**src/rtl/fight_display_ctrl.sv**
```systemverilog
// fight_display_ctrl: frame-shadowed N-player fight overlay with START/PLAY/END phase FSM and a
// 2-stage priority compositor. Define ROUND_TIMER_EN to build the per-round frame countdown.
module fight_display_ctrl #(
  parameter int          N_PLAYERS     = 2,
  parameter int          HEALTH_W      = 3,
  parameter int          SABER_SIZE    = 16,
  parameter int          HB_X0         = 200,
  parameter int          HB_PITCH      = 360,
  parameter int          HB_Y          = 20,
  parameter int          HB_H          = 16,
  parameter int          HB_UNIT       = 20,
  parameter int          BORDER_X      = 960,
  parameter int          BORDER_Y      = 640,
  parameter logic [95:0] PLAYER_COLORS = {24'hFF00FF, 24'h00FF00, 24'h0000FF, 24'hFF0000},
  parameter int          ROUND_FRAMES  = 3600,
  localparam int         WW            = $clog2(N_PLAYERS + 1)
) (
  input  logic                          clk_in,
  input  logic                          rst_n_in,
  input  logic [10:0]                   hcount_in,
  input  logic [9:0]                    vcount_in,
  input  logic                          nf_in,
  input  logic                          start_in,
  input  logic                          restart_in,
  input  logic                          camera_en_in,
  input  logic [23:0]                   camera_pixel_in,
  input  logic [12*N_PLAYERS-1:0]       box_x_in,
  input  logic [12*N_PLAYERS-1:0]       box_xmax_in,
  input  logic [11*N_PLAYERS-1:0]       box_y_in,
  input  logic [11*N_PLAYERS-1:0]       box_ymax_in,
  input  logic [12*N_PLAYERS-1:0]       saber_x_in,
  input  logic [11*N_PLAYERS-1:0]       saber_y_in,
  input  logic [2*N_PLAYERS-1:0]        saber_state_in,
  input  logic [HEALTH_W*N_PLAYERS-1:0] health_in,
  output logic [23:0]                   pixel_out,
  output logic [1:0]                    phase_out,
  output logic [WW-1:0]                 winner_out,
  output logic [15:0]                   frames_left_out
);

  // state    | meaning
  // ST_START | menu, grey banner, waiting for start_in
  // ST_PLAY  | round running, full layer compositing
  // ST_END   | round over, banner in winner colour, waiting for restart_in
  typedef enum logic [1:0] {
    ST_START = 2'd0,
    ST_PLAY  = 2'd1,
    ST_END   = 2'd2
  } phase_t;

  function automatic logic [23:0] player_color(input int idx);
    return PLAYER_COLORS[idx*24 +: 24];
  endfunction

  function automatic logic [23:0] saber_color(input logic [1:0] st);
    case (st)
      2'd0:    return 24'hFFFFFF;
      2'd1:    return 24'h00FF00;
      2'd2:    return 24'h0000FF;
      default: return 24'hFFFF00;
    endcase
  endfunction

  logic [11:0]         sh_box_x    [N_PLAYERS];
  logic [11:0]         sh_box_xmax [N_PLAYERS];
  logic [10:0]         sh_box_y    [N_PLAYERS];
  logic [10:0]         sh_box_ymax [N_PLAYERS];
  logic [11:0]         sh_saber_x  [N_PLAYERS];
  logic [10:0]         sh_saber_y  [N_PLAYERS];
  logic [1:0]          sh_saber_st [N_PLAYERS];
  logic [HEALTH_W-1:0] sh_health   [N_PLAYERS];
  logic                loaded;

  always_ff @(posedge clk_in or negedge rst_n_in) begin
    if (!rst_n_in) begin
      loaded <= 1'b0;
      for (int k = 0; k < N_PLAYERS; k++) begin
        sh_box_x[k]    <= '0;
        sh_box_xmax[k] <= '0;
        sh_box_y[k]    <= '0;
        sh_box_ymax[k] <= '0;
        sh_saber_x[k]  <= '0;
        sh_saber_y[k]  <= '0;
        sh_saber_st[k] <= '0;
        sh_health[k]   <= '0;
      end
    end else begin
      loaded <= nf_in;
      if (nf_in) begin
        for (int k = 0; k < N_PLAYERS; k++) begin
          sh_box_x[k]    <= box_x_in[k*12 +: 12];
          sh_box_xmax[k] <= box_xmax_in[k*12 +: 12];
          sh_box_y[k]    <= box_y_in[k*11 +: 11];
          sh_box_ymax[k] <= box_ymax_in[k*11 +: 11];
          sh_saber_x[k]  <= saber_x_in[k*12 +: 12];
          sh_saber_y[k]  <= saber_y_in[k*11 +: 11];
          sh_saber_st[k] <= saber_state_in[k*2 +: 2];
          sh_health[k]   <= health_in[k*HEALTH_W +: HEALTH_W];
        end
      end
    end
  end

  // Winner candidates evaluated from the shadow health of the last loaded frame.
  logic [2:0]    alive_cnt;
  logic [WW-1:0] alive_idx;

  always_comb begin
    alive_cnt = 3'd0;
    alive_idx = '0;
    for (int k = 0; k < N_PLAYERS; k++) begin
      if (sh_health[k] != '0) begin
        alive_cnt = alive_cnt + 3'd1;
        alive_idx = WW'(k + 1);
      end
    end
  end

`ifdef ROUND_TIMER_EN
  logic [HEALTH_W-1:0] best_hp;
  logic [WW-1:0]       best_idx;
  logic                best_tie;

  always_comb begin
    best_hp  = '0;
    best_idx = '0;
    best_tie = 1'b0;
    for (int k = 0; k < N_PLAYERS; k++) begin
      if (k == 0 || sh_health[k] > best_hp) begin
        best_hp  = sh_health[k];
        best_idx = WW'(k + 1);
        best_tie = 1'b0;
      end else if (sh_health[k] == best_hp) begin
        best_tie = 1'b1;
      end
    end
  end

  logic [15:0] frames_left, next_frames;
`endif

  phase_t        phase, next_phase;
  logic [WW-1:0] winner, next_winner;

  always_ff @(posedge clk_in or negedge rst_n_in) begin
    if (!rst_n_in) begin
      phase  <= ST_START;
      winner <= '0;
    end else begin
      phase  <= next_phase;
      winner <= next_winner;
    end
  end

  always_comb begin
    next_phase  = phase;
    next_winner = winner;
`ifdef ROUND_TIMER_EN
    next_frames = frames_left;
`endif
    case (phase)
      ST_START: begin
        if (start_in) begin
          next_phase  = ST_PLAY;
          next_winner = '0;
`ifdef ROUND_TIMER_EN
          next_frames = 16'(ROUND_FRAMES);
`endif
        end
      end
      ST_PLAY: begin
`ifdef ROUND_TIMER_EN
        if (nf_in && frames_left != 16'd0) next_frames = frames_left - 16'd1;
`endif
        // Health outcome wins over timeout when both are seen on the same frame.
        if (loaded && alive_cnt <= 3'd1) begin
          next_phase  = ST_END;
          next_winner = (alive_cnt == 3'd1) ? alive_idx : '0;
        end
`ifdef ROUND_TIMER_EN
        else if (loaded && frames_left == 16'd0) begin
          next_phase  = ST_END;
          next_winner = best_tie ? '0 : best_idx;
        end
`endif
      end
      ST_END: begin
        if (restart_in) next_phase = ST_START;
      end
      default: next_phase = ST_START;
    endcase
  end

`ifdef ROUND_TIMER_EN
  always_ff @(posedge clk_in or negedge rst_n_in) begin
    if (!rst_n_in) frames_left <= '0;
    else           frames_left <= next_frames;
  end

  assign frames_left_out = frames_left;
`else
  assign frames_left_out = 16'd0;
`endif

  assign phase_out  = phase;
  assign winner_out = winner;

  // Stage 1: per-layer hit detection; 13-bit bounds so edge-of-screen sums never wrap.
  logic [12:0] h13, v13;
  logic        border_hit, saber_hit, hb_hit, box_hit, banner_hit;
  logic [23:0] saber_col, hb_col, box_col;

  always_comb begin
    h13        = {2'b00, hcount_in};
    v13        = {3'b000, vcount_in};
    border_hit = (h13 == 13'(BORDER_X) && v13 <= 13'(BORDER_Y)) ||
                 (v13 == 13'(BORDER_Y) && h13 <= 13'(BORDER_X));
    banner_hit = (h13 >= 13'd320) && (h13 <= 13'd639) && (v13 >= 13'd240) && (v13 <= 13'd399);
    saber_hit  = 1'b0;
    hb_hit     = 1'b0;
    box_hit    = 1'b0;
    saber_col  = 24'h000000;
    hb_col     = 24'h000000;
    box_col    = 24'h000000;
    // Descending scan so the lowest player index is the one left standing.
    for (int k = N_PLAYERS - 1; k >= 0; k--) begin
      if (h13 >= {1'b0, sh_saber_x[k]} && h13 < {1'b0, sh_saber_x[k]} + 13'(SABER_SIZE) &&
          v13 >= {2'b00, sh_saber_y[k]} && v13 < {2'b00, sh_saber_y[k]} + 13'(SABER_SIZE)) begin
        saber_hit = 1'b1;
        saber_col = saber_color(sh_saber_st[k]);
      end
      if (h13 >= 13'(HB_X0 + k*HB_PITCH) &&
          h13 < 13'(HB_X0 + k*HB_PITCH) + 13'(sh_health[k]) * 13'(HB_UNIT) &&
          v13 >= 13'(HB_Y) && v13 < 13'(HB_Y + HB_H)) begin
        hb_hit = 1'b1;
        hb_col = player_color(k);
      end
      if (h13 >= {1'b0, sh_box_x[k]} && h13 <= {1'b0, sh_box_xmax[k]} &&
          v13 >= {2'b00, sh_box_y[k]} && v13 <= {2'b00, sh_box_ymax[k]}) begin
        box_hit = 1'b1;
        box_col = player_color(k);
      end
    end
  end

  logic          s1_border, s1_saber, s1_hb, s1_box, s1_banner, s1_cam_en;
  logic [23:0]   s1_saber_col, s1_hb_col, s1_box_col, s1_cam;
  phase_t        s1_phase;
  logic [WW-1:0] s1_winner;

  always_ff @(posedge clk_in or negedge rst_n_in) begin
    if (!rst_n_in) begin
      s1_border    <= 1'b0;
      s1_saber     <= 1'b0;
      s1_hb        <= 1'b0;
      s1_box       <= 1'b0;
      s1_banner    <= 1'b0;
      s1_cam_en    <= 1'b0;
      s1_saber_col <= '0;
      s1_hb_col    <= '0;
      s1_box_col   <= '0;
      s1_cam       <= '0;
      s1_phase     <= ST_START;
      s1_winner    <= '0;
    end else begin
      s1_border    <= border_hit;
      s1_saber     <= saber_hit;
      s1_hb        <= hb_hit;
      s1_box       <= box_hit;
      s1_banner    <= banner_hit;
      s1_cam_en    <= camera_en_in;
      s1_saber_col <= saber_col;
      s1_hb_col    <= hb_col;
      s1_box_col   <= box_col;
      s1_cam       <= camera_pixel_in;
      s1_phase     <= phase;
      s1_winner    <= winner;
    end
  end

  // Stage 2: priority resolve using the phase captured with this pixel.
  logic [23:0] pix_next;

  always_comb begin
    pix_next = 24'h000000;
    case (s1_phase)
      ST_PLAY: begin
        if (s1_border)      pix_next = 24'hFFFFFF;
        else if (s1_saber)  pix_next = s1_saber_col;
        else if (s1_hb)     pix_next = s1_hb_col;
        else if (s1_box)    pix_next = s1_box_col;
        else if (s1_cam_en) pix_next = s1_cam;
      end
      ST_END: begin
        if (s1_banner)
          pix_next = (s1_winner == '0) ? 24'h808080 : player_color(int'(s1_winner) - 1);
      end
      default: begin
        if (s1_banner) pix_next = 24'h808080;
      end
    endcase
  end

  always_ff @(posedge clk_in or negedge rst_n_in) begin
    if (!rst_n_in) pixel_out <= '0;
    else           pixel_out <= pix_next;
  end

endmodule

```
**config.mk**
```make
export PLATFORM = sky130hd
export DESIGN_NAME = fight_display_ctrl
export DESIGN_NICKNAME = d
export VERILOG_FILES = /design/src/rtl/fight_display_ctrl.sv
export SDC_FILE = /design/constraint.sdc
export NUM_CORES = 1
export LEC_CHECK = 0
export CAP_MARGIN = 20
export CORE_UTILIZATION = 53
export DETAILED_ROUTE_END_ITERATION = 10
export MAX_ROUTING_LAYER = met4
export PLACE_DENSITY = 0.81
export SLEW_MARGIN = 20
export SYNTH_ARGS = -nofsm -noshare
export SYNTH_HDL_FRONTEND = slang
export SYNTH_SLANG_ARGS = --single-unit
```
**constraint.sdc**
```tcl
create_clock -name clk_in -period 3 [get_ports clk_in]
set_input_delay 0.6 -clock clk_in [delete_from_list [all_inputs] [get_ports clk_in]]
set_output_delay 0.6 -clock clk_in [all_outputs]
set_load 0.02 [all_outputs]
```
==> results.cfg <==
[outcome]
status = completed

[routing]
vias = 10450
totalWireLength_um = 32600
drt-initial-drc-count = 755
routed_via_density = 5.50
dr.pass1.iters = 5
antenna_left = 0
drc = 0
post_drt_wl_per_cell_um = 17.1

[clock_tree]
clkTransAtPathRegs_ns = 0.06
insertion_delay_ns = 0.52
tritoncts = yes
cts_hold_buf = 0
h-tree-depth = 1
cts_buffer_depth = 3
cts_setup_buffers = 0
cts_sinks = 218
cts_resized = 0
root_buffer = clkbuf_16
cts_buffers = 24

[power_and_ir_drop]
pwr-share-seq = 0.385
vdd_drop_max_mv = 0.464
netSwitchingFraction = 0.285
power.internal_mw = 6.28
power_per_cell_area_nw_per_um2 = 532
power.switching_mw = 2.50
combPwrFrac = 0.242
power_leakage_nw = 7.84
total_power_mw = 8.79
pwr-share-clk = 0.373

[synth]
synth_top_area_frac = 0.428
post_synth_num_cell_types = 60
synth_edf_count = 0
avgSynthCellArea_um2 = 9.72
synth_cells = 1311
async_flop_share = 1.00
ys_seq_area_frac = 0.428
yosysTopAreaCell = dfrtp_1
ys_warn_count = 0
ys_seq_elements = 218
synth_area_leaders = dfrtp_1 43%, ha_1 19%, o21ai_0 6.4%, inv_1 4.4%, nand2_1 4.4%
synth_area_um2 = 12700
synth_flop_cell = dfrtp_1

[worst_hold_path]
hp-class = input port to asynchronous set/reset pin

[floorplan]
initial_utilization = 0.541
fp-row-count = 56
die_width_um = 157
coreArea_um2 = 23500
dieArea_um2 = 24700
io_pins = 243
chipHeight_um = 157

[global_route]
antenna_found_initial = 3
grt_pass1_vias = 10501
grt_use_total = 0.279
grt_pass1_wl_um = 52200
grt_max_degree = 86
overflow = 0

[timing]
max_slew.worst_pin.slew_ns = 0.805
drv_slew = 0
worst_slack_ns = 0.351
fin_tns_setup_ns = 0
fin_crit_ns = 2.65
hold_viol = 0
fmax_mhz = 378
fin_worst_skew_ns = 0.0116
rsz0062_at_grt = false
setup_violations = 0
maxSlewHeadroom = 0.463
layout_worst_path_cycle_share = 0.883

[critical_path]
path_class = flop to flop
critical_path.max_fanout = 6
required_ns = 3.42
setup.worst_path.start_class = flop
end_kind = flop
arrival_ns = 3.07

[placement]
place.gp.congestion = 0.941
io_buffers = 226
place_hpwl_um = 24200
place_ws_ns = 0.0165

[final_layout]
drive_above_1_share = 0.0709
final_cell_mix = 224 x clkdlybuf4s50_1, 218 x dfrtp_1, 192 x ha_1
final_common_cell = clkdlybuf4s50_1
areaGrowthSynthToFinish_pct = 29.5
fin_nets = 1952

[flow_run]
maxCapViolations = 0
-- synth_stat cells (5+ instances only) --
master	n
clkbuf_1	36
ha_1	192
nor2b_1	7
a211oi_1	11
xnor2_1	23
a311oi_1	5
nand2_1	148
nand3b_1	5
mux2_2	28
a211o_1	5
dfrtp_1	218
nand4b_1	6
nor2_1	21
o2111ai_1	5
a21o_1	32
and2_1	15
a21oi_1	58
nor3_1	15
buf_4	16
and3_1	5
o211ai_1	10
inv_1	150
o21a_1	8
o21ai_0	164
nand4_1	13
nand2b_1	18
a2111oi_0	5
nand3_1	29
nor4_1	6
o22ai_1	7
a31oi_1	7
-- metrics by stage --
| stage | instance area (um^2) | std cells | hold WS, ns | util |
|---|---|---|---|---|
| after floorplan | 12800 | 1326 | 0.304 | - |
| after global placement | 15600 | 1854 | 0.437 | 0.663 |
| after detailed placement | 15600 | 1854 | 0.424 | 0.663 |
| after CTS | 16500 | 1898 | 0.115 | 0.701 |
| after global routing | 16500 | 1901 | 0.145 | 0.701 |
| final | 16500 | 1901 | 0.0918 | 0.701 |
-- worst max-delay path: stages (launching register included) --
cell      delay [ns]
dfrtp_1         0.46
ha_1            0.27
nand3_1         0.11
xnor2_1         0.14
ha_1            0.31
a211oi_1        0.31
a31oi_1         0.13
o221a_2         0.28
nor4_1          0.23
nand2_1         0.14
o22ai_1         0.16
-- flip-flops by register name, indices dropped and copies added (netlist names), 6 cells and up --
signal / cells
pixel_out: 24
s1_cam: 24
sh_box_x: 24
sh_box_xmax: 24
sh_box_y: 22
sh_box_ymax: 22
sh_health: 6
sh_saber_x: 24
sh_saber_y: 22
-- power by group through the flow --
stage | combinational (mW) | clock, mW | sequential, mW
floorplan | 1.14 | 0 | 3.48
global placement | 2.02 | 0 | 3.42
detailed placement | 2.10 | 0 | 3.43
CTS | 2.13 | 3.32 | 3.38
global route | 2.39 | 3.43 | 3.41
finish | 2.12 | 3.28 | 3.39
-- cell families after synthesis --
family | Yosys count | share of synthesized area
other cells | 1 | 0.000294
buf+inv | 203 | 0.0645
xor+xnor | 24 | 0.0165
simple gates | 301 | 0.115
compound gates | 342 | 0.161
mux | 30 | 0.0263
flops | 218 | 0.428
fa+ha+maj | 192 | 0.189
-- area by class of cell --
type	count	area [um^2]
Timing Repair Buffer	262	2660
Clock inverter	12	201
Antenna cell	3	7.51
Clock buffer	32	692
Tap cell	319	399
Multi-Input combinational cell	905	6520
Fill cell	1769	7040
Inverter	150	563
Sequential cell	218	5460
-- final timing paths --
path	endpoint	depth (start not counted)	slack [ns]	from
min in group clk_in	loaded	1	0.43	nf_in
setup / recovery	s1_saber_col[22]	10	0.35	sh_saber_x[4]
hold / removal	pixel_out[16]	1	0.09	rst_n_in
setup reg to reg	s1_saber_col[22]	10	0.35	sh_saber_x[4]
hold reg to reg	s1_winner[1]	0	0.44	winner_out[1]
max in group asynchronous	sh_saber_y[1]	2	2.18	rst_n_in
-- per-layer routing --
layer / part of all wire / global-route usage / wire [um]
met1: 0.43 / 0.349 / 13900
met4: 0.029 / 0.0920 / 941
met5: 0 / - / 0
met2: 0.48 / 0.465 / 15700
met3: 0.061 / 0.0410 / 1980
(Power assumes the default switching activity.)
